<file path="src/rtl/nand_gate_bist.sv">
// nand_gate_bist: sweeps {a,b} through 00..11 into an eight-gate bank and
// checks every response bit against the golden truth table.
//
// state  | meaning
// IDLE   | a/b low, results held, waiting for start
// APPLY  | vector driven, settle timer counting down
// SAMPLE | vector still driven, y_in compared against golden
// DONE   | one-cycle completion pulse, pass resolved
module nand_gate_bist #(
  parameter int unsigned SETTLE = 2,
  parameter int unsigned PASSES = 2
) (
  input  logic       clk,
  input  logic       rst_n,
  input  logic       start,
  output logic       a_out,
  output logic       b_out,
  input  logic [7:0] y_in,
  output logic       busy,
  output logic       done,
  output logic       pass,
  output logic [7:0] err_mask,
  output logic [1:0] err_vec,
  output logic [7:0] err_cnt
);

  // A zero setting is treated like the minimum legal value of one.
  localparam logic [3:0] SETTLE_LD = (SETTLE == 0) ? 4'd0 : 4'(SETTLE - 1);
  localparam logic [3:0] LAST_PASS = (PASSES == 0) ? 4'd0 : 4'(PASSES - 1);

  typedef enum logic [1:0] {
    IDLE   = 2'd0,
    APPLY  = 2'd1,
    SAMPLE = 2'd2,
    DONE   = 2'd3
  } state_t;

  state_t     state;
  state_t     state_nxt;
  logic [1:0] vec;
  logic [3:0] pass_cnt;
  logic [3:0] settle_cnt;
  logic [7:0] golden;
  logic [7:0] mism;
  logic       hit;
  logic       last_sample;
  logic [7:0] err_cnt_nxt;

  function automatic logic [7:0] golden_resp(input logic [1:0] v);
    logic a;
    logic b;
    a = v[1];
    b = v[0];
    golden_resp = {~(a & b), ~(a ^ b), a ^ b, ~(a | b), a | b, a & b, ~b, ~a};
  endfunction

  always_comb begin
    golden      = golden_resp(vec);
    mism        = y_in ^ golden;
    hit         = (state == SAMPLE) && (mism != 8'h00);
    last_sample = (vec == 2'b11) && (pass_cnt == LAST_PASS);
    err_cnt_nxt = err_cnt;
    if (hit && (err_cnt != 8'hFF)) begin
      err_cnt_nxt = err_cnt + 8'd1;
    end
  end

  always_ff @(posedge clk or negedge rst_n) begin
    if (!rst_n) begin
      state <= IDLE;
    end else begin
      state <= state_nxt;
    end
  end

  always_comb begin
    state_nxt = state;
    busy      = 1'b0;
    done      = 1'b0;
    a_out     = 1'b0;
    b_out     = 1'b0;
    case (state)
      IDLE: begin
        if (start) begin
          state_nxt = APPLY;
        end
      end
      APPLY: begin
        busy  = 1'b1;
        a_out = vec[1];
        b_out = vec[0];
        if (settle_cnt == 4'd0) begin
          state_nxt = SAMPLE;
        end
      end
      SAMPLE: begin
        busy      = 1'b1;
        a_out     = vec[1];
        b_out     = vec[0];
        state_nxt = last_sample ? DONE : APPLY;
      end
      DONE: begin
        done      = 1'b1;
        state_nxt = IDLE;
      end
      default: state_nxt = IDLE;
    endcase
  end

  always_ff @(posedge clk or negedge rst_n) begin
    if (!rst_n) begin
      vec        <= 2'b00;
      pass_cnt   <= 4'd0;
      settle_cnt <= 4'd0;
      err_mask   <= 8'h00;
      err_vec    <= 2'b00;
      err_cnt    <= 8'h00;
      pass       <= 1'b0;
    end else begin
      case (state)
        IDLE: begin
          if (start) begin
            vec        <= 2'b00;
            pass_cnt   <= 4'd0;
            settle_cnt <= SETTLE_LD;
            err_mask   <= 8'h00;
            err_vec    <= 2'b00;
            err_cnt    <= 8'h00;
            pass       <= 1'b0;
          end
        end
        APPLY: begin
          if (settle_cnt != 4'd0) begin
            settle_cnt <= settle_cnt - 4'd1;
          end
        end
        SAMPLE: begin
          // An empty mask means no earlier sample in this run has mismatched.
          if (hit) begin
            err_mask <= err_mask | mism;
            if (err_mask == 8'h00) begin
              err_vec <= vec;
            end
          end
          err_cnt    <= err_cnt_nxt;
          vec        <= vec + 2'd1;
          settle_cnt <= SETTLE_LD;
          if (vec == 2'b11) begin
            pass_cnt <= pass_cnt + 4'd1;
          end
          if (last_sample) begin
            pass <= (err_cnt_nxt == 8'h00);
          end
        end
        default: ;
      endcase
    end
  end

endmodule

</file>
<file path="config.mk">
export PLATFORM = sky130hd
export DESIGN_NAME = nand_gate_bist
export DESIGN_NICKNAME = d
export VERILOG_FILES = /design/src/rtl/nand_gate_bist.sv
export SDC_FILE = /design/constraint.sdc
export NUM_CORES = 1
export LEC_CHECK = 0
export ABC_AREA = 1
export CORE_ASPECT_RATIO = 1.2
export CORE_MARGIN = 1.5
export CORE_UTILIZATION = 45
export DETAILED_ROUTE_END_ITERATION = 6
export PLACE_DENSITY_LB_ADDON = 0.15
export SETUP_SLACK_MARGIN = 0.05
export SLEW_MARGIN = 10
export SYNTH_ARGS = -nofsm -noshare
export SYNTH_HDL_FRONTEND = slang
export SYNTH_SLANG_ARGS = --single-unit
</file>
<file path="constraint.sdc">
create_clock -name clk -period 1.7 [get_ports clk]
set_input_delay 0.255 -clock clk [delete_from_list [all_inputs] [get_ports clk]]
set_output_delay 0.255 -clock clk [all_outputs]
set_load 0.005 [all_outputs]
</file>
### Yosys cells after proc, flatten, opt, wreduce, memory -nomap -nowiden

Index checks and enable logic that the tools add are counted.

* reduce and logical (&&, ||, !) cells: 19
* add/sub/neg operators: 4
* equality and inequality tests: 13
* bitwise logic cells: 10
* multiplexer cells: 27

Operators with widths (count)
* 8-bit case mux with 2 select lines: 2
* 8-bit 2-to-1 mux: 3
* 8-bit logical NOT: 2
* 4-bit 2-to-1 mux: 4
* 2-bit 2-to-1 mux: 6
* 4-bit case mux with 3 select lines: 1
* 3-bit AND reduction: 4
* 2-bit != test (second input constant): 5
* 8-bit by 1-bit adder with 8-bit output (second input constant): 1
* 8-bit != test (second input constant): 1
* 8-bit bitwise OR: 1
* 2-bit case mux with 2 select lines: 2
* 2-bit case mux with 4 select lines: 1
* 4-bit case mux with 2 select lines: 1
* 8-bit nonzero test: 1
* 8-bit XOR: 1
* 2-bit == test (second input constant): 3
* 1-bit 2-to-1 mux: 6
* 1-bit NOT: 5
* 4-bit by 1-bit adder with 4-bit output (second input constant): 1
* 4-bit by 1-bit == test with 1-bit output (second input constant): 1
* 4-bit logical NOT: 1
* 2-bit by 1-bit != test with 1-bit output (second input constant): 2
* 2-bit AND reduction: 2
* other kinds (14): 16

* bits of input ports: 11
* word-level logic and storage cells: 81
* register bits: 31
* output and inout bits: 23

### Depth between registers and ports, before layout

Gate-level depths: netlist (run 1).

* depth after elaboration: 10
* gate-level depth with buffers: 15

### Worst setup path after synthesis (run 1)

No wires, ideal clock.

* path type: register -> register
* start: register vec[0]
* end: register pass
* slack: -56 ps
* period minus slack after synthesis: 1756 ps
* library setup time: 117 ps
* cell stages (with the launch flop): 15
* arrival time: 1639 ps
* cells stage by stage: dfrtp_1 > inv_2 > ha_1 > inv_2 > nand2_1 > nand2_1 > nand2_1 > nor2_2 > nand2_4 > nand3_4 > nand2_1 > o21ai_0 > nor2_1 > nand3_1 > nand2_1

* word-level cells in the longest chain between the ends: 10
* elaborated cells between the ends (all ways): 19

Ends and longest elaborated chain
* start, declared: line 40 `logic [1:0] vec;`
* start signal, assigned: line 146 `vec <= vec + 2'd1;`
* 1-bit bitwise OR, or another cell as far along: line 54 `golden_resp = {~(a & b), ~(a ^ b), a ^ b, ~(a | b), a | b, a & b, ~b, ~a};`
* 1-bit NOT: line 54
* 8-bit XOR: line 59 `mism = y_in ^ golden;`
* 8-bit nonzero test: line 60 `hit = (state == SAMPLE) && (mism != 8'h00);`
* 1-bit logical AND: line 60
* 1-bit logical AND: line 63 `if (hit && (err_cnt != 8'hFF)) begin`
* 8-bit 2-to-1 mux: line 63
* 8-bit logical NOT: line 152 `pass <= (err_cnt_nxt == 8'h00);`
* 1-bit 2-to-1 mux: line 151 `if (last_sample) begin`
* 1-bit case mux with 2 select lines: line 120 `case (state)`
* end signal, assigned: line 152
* end, declared: line 21 `output logic pass,`

Several ways; a longest one is shown, not always the timed one. The select of a mux whose other input is x is not followed.
A chain may end at the register's enable or synchronous reset.

### Worst setup path in the final report (run 1)

Same ends and word-level chain as after synthesis.

==> qor.log, run 1 <==
qor: synth.yosys_warnings 0
qor: layout.final_nets 356
qor: clock_tree.cts-hold-fix-buffers 0
qor: pwr.power.static_leakage 1.45 nW
qor: pwr.vdd_ir_drop_max 1.13 mV
qor: placement.detailed_place_hpwl 3490 um
qor: setup_path.crit-reg2reg-launch vec[0]
qor: synth.synthesis.nets 272
qor: synth.synth_seq_area_share 0.402
qor: clock_tree.h-tree-depth 2
qor: synth.ys_async_sr_fraction 1.00
qor: floorplanning.dieHeight 74.8 um
qor: layout.final_util 0.734
qor: clock_tree.clock_sinks 31
qor: setup_path.arrival 2.12 ns
qor: layout.syn2layout_area_growth 53.4%
qor: setup_path.setup.worst_path.class register to register
qor: setup_path.reg2regPathDepth 12
qor: timing.hold_ws 0.365 ns
qor: clock_tree.cts-buffers-inserted 5
qor: global_routing.first_global_vias 1977
qor: timing.fin_tns_setup -1.78 ns
qor: synth.syn_inst 250
qor: clock_tree.cts_root_buf sky130_fd_sc_hd__clkbuf_8
qor: synth.synthFlopType sky130_fd_sc_hd__dfrtp_1
qor: global_routing.overflow 0
qor: floorplanning.design.portCount 34
qor: layout.layout.cells.most_common_list sky130_fd_sc_hd__nand2_1 (52), sky130_fd_sc_hd__buf_4 (39), sky130_fd_sc_hd__dfrtp_1 (31)
qor: timing.setup_viol 19
qor: routing.avgRoutedWirePerCell 13.3 um
qor: timing.slew_headroom 0.729
qor: floorplanning.initial_core_utilization 0.478
qor: timing.fin_crit_sh 1.11
qor: routing.detail_route.vias_per_cell 5.05
qor: routing.drtIter0Drc 65
qor: setup_path.required 1.93 ns
qor: global_routing.grt.met3_usage 0.0523
qor: setup_path.critPathLaunchType register
qor: timing.period_minus_slack 1.89 ns
qor: placement.place.gp.congestion 0.904
qor: clock_tree.cts.clk_slew.worst_paths 0.07 ns
qor: synth.syn_area 1930 um^2
qor: timing.timing.final.ws_setup -0.190 ns
qor: global_routing.use_met2 0.449
qor: routing.remaining_drc_errors 0
qor: job.cap_violations 0
qor: routing.dr.pass1.iters 4
qor: timing.tightestPinTransition 0.406 ns
qor: synth.syn_area_per_cell 7.72 um^2
qor: routing.wl 5170 um
qor: pwr.fin_total_pwr 5.30 mW
qor: routing.vias_after_detailed_routing 1965
qor: synth.number_of_flops_mapped_to_enable_cells_by_yosys 0
qor: placement.placement.io_buffers 33
qor: global_routing.antenna_found_initial 0
qor: synth.yosys.cell_types.count 29
qor: clock_tree.cts_buffer_depth 2
qor: timing.rsz_0062_raised_after_global_routing yes
qor: min_path.hold_path_class input port to asynchronous set/reset pin
qor: outcome.run_status finished, violations left
qor: timing.fin_skew 0.00353 ns
qor: timing.hold_viol 0
qor: global_routing.global_route_layer_with_the_greatest_usage met2
qor: global_routing.grt_util_all_layers 0.235
qor: layout.final-instance-count-excl-fill 389
qor: placement.placed_cells_incl_taps 369
qor: global_routing.grt_first_pass_wirelength 8560 um
qor: synth.postSynthRegisterBits 31
qor: clock_tree.clk_latency 0.29 ns
qor: outcome.failed_checks negative setup slack
qor: timing.fmaxAchievable 529 MHz
qor: setup_path.setup.worst_path.end_class register
qor: layout.most_common_library_cell_in_the_layout_ignoring_fill_and_taps sky130_fd_sc_hd__nand2_1
qor: layout.drive_gt1_frac 0.343
qor: clock_tree.clock_tree_from_tritoncts done
qor: setup_path.worst-path-max-fanout 5
qor: pwr.cellPowerDensity 1790 nW/um^2
qor: global_routing.use_met1 0.259
qor: global_routing.largest_net_degree_at_the_start_of_global_routing 32
qor: floorplanning.core.rowCount 25
qor: setup_path.ff2ff_setup_slack -0.19 ns
qor: routing.antenna_violating_nets_left 0
qor: layout.fillCellCount 305
qor: floorplanning.die-area 4690 um^2
qor: floorplanning.dieWidth 62.8 um
qor: setup_path.worst_r2r_endpoint pass
qor: timing.final_max_slew_viol_count 0
qor: floorplanning.core_area 4040 um^2
qor: layout.n_antenna_cell 0
[stage by stage]
stage,setup WS (ns),cell area [um^2]
3_5_place_dp,-0.165,2600
2_1_floorplan,0.0342,1960
3_3_place_gp,-0.124,2600
4_1_cts,-0.0849,2860
5_1_grt,-0.273,2960
6_report,-0.190,2960
[area by class of cell]
class	instances	area, um^2	area share
Multi-Input combinational cell	180	1200	0.407
Tap cell	54	67.6	0.0228
Timing Repair Buffer	77	681	0.230
Clock buffer	7	76.3	0.0258
Inverter	39	151	0.0511
Clock inverter	1	5.00	0.00169
Sequential cell	31	776	0.262
[metal layers]
layer,up-vias,share of wire
met4,0,0.026
met3,13,0.041
met5,-,0
met2,45,0.53
met1,931,0.40
li1,976,-
[sequential cells by signal, summed over array words and instances (netlist names)]
signal / flops
vec: 2
pass_cnt: 4
settle_cnt: 4
state: 2
err_mask: 8
pass: 1
err_cnt: 8
err_vec: 2
[where the power goes]
group / switching, mW / leakage, nW / internal, mW
Combinational: 1.67 / 1.01 / 1.79
Clock: 0.283 / 0.0422 / 0.287
Sequential: 0.245 / 0.398 / 1.03
Total: 2.19 / 1.45 / 3.10
[worst max-delay path, stage by stage (launching register included)]
cell and delay [ns]:
sky130_fd_sc_hd__dfrtp_1 0.43, sky130_fd_sc_hd__inv_2 0.07, sky130_fd_sc_hd__ha_4 0.30, sky130_fd_sc_hd__nand2_2 0.05, sky130_fd_sc_hd__nand2_2 0.08, sky130_fd_sc_hd__nand2_2 0.07, sky130_fd_sc_hd__nor2_4 0.15, sky130_fd_sc_hd__nand2_4 0.10
sky130_fd_sc_hd__nand4_1 0.16, sky130_fd_sc_hd__nand3_2 0.14, sky130_fd_sc_hd__nor2_2 0.13, sky130_fd_sc_hd__nand3_1 0.08, sky130_fd_sc_hd__nand2_1 0.05
[cells by family (layout without fill, tap and decap cells)]
| group | count (synthesis) | after routing | synth area share |
|---|---|---|---|
| AND/OR/NAND/NOR | 127 | 129 | 0.303 |
| buffers and inverters | 41 | 124 | 0.0823 |
| AO/OA/AOI/OAI | 34 | 34 | 0.114 |
| flip-flops | 31 | 31 | 0.402 |
| adder cells (fa/ha/maj) | 11 | 11 | 0.0713 |
| XOR/XNOR | 6 | 6 | 0.0272 |
[what timing repair did]
action / in CTS / in global routing
gates cloned: 2 / 0
buffers inserted: 7 / 3
gates resized for setup: 36 / 24
setup endpoints to repair: 26 / 27
pin swaps: 7 / 5
[cells in the mapped netlist, types with 4 or more instances]
cell type / n / area share
sky130_fd_sc_hd__nand2_1: 70 / 0.14
sky130_fd_sc_hd__inv_1: 33 / 0.064
sky130_fd_sc_hd__dfrtp_1: 31 / 0.40
sky130_fd_sc_hd__nor2_1: 22 / 0.043
sky130_fd_sc_hd__ha_1: 11 / 0.071
sky130_fd_sc_hd__o21ai_0: 10 / 0.026
sky130_fd_sc_hd__nand3_1: 8 / 0.021
sky130_fd_sc_hd__o21a_1: 8 / 0.031
sky130_fd_sc_hd__nand4_1: 7 / 0.023
sky130_fd_sc_hd__inv_2: 6 / 0.012
sky130_fd_sc_hd__nor2_2: 6 / 0.019
sky130_fd_sc_hd__o22ai_1: 6 / 0.019
sky130_fd_sc_hd__xor2_1: 6 / 0.027
sky130_fd_sc_hd__o31ai_1: 4 / 0.016
[worst max-delay path by stage]
stage               startpoint  endpoint  cells past startpoint
floorplan               vec[1]      pass                     14
global placement        vec[0]      pass                     13
detailed placement      vec[0]      pass                     13
CTS                     vec[0]      pass                     15
global route            vec[0]      pass                     12
finish                  vec[0]      pass                     12
No activity file was read; power rests on OpenSTA's default activity.
==> run 2: changes to the inputs <==
--- a/config.mk
+++ b/config.mk
@@ -9,6 +9,7 @@
 export CORE_ASPECT_RATIO = 1.2
 export CORE_MARGIN = 1.5
 export CORE_UTILIZATION = 45
+export CTS_CLUSTER_DIAMETER = 100
 export DETAILED_ROUTE_END_ITERATION = 6
 export PLACE_DENSITY_LB_ADDON = 0.15
 export SETUP_SLACK_MARGIN = 0.05
==> results of run 2 <==
Final layout, timing and power as in run 1 (identical DEF).
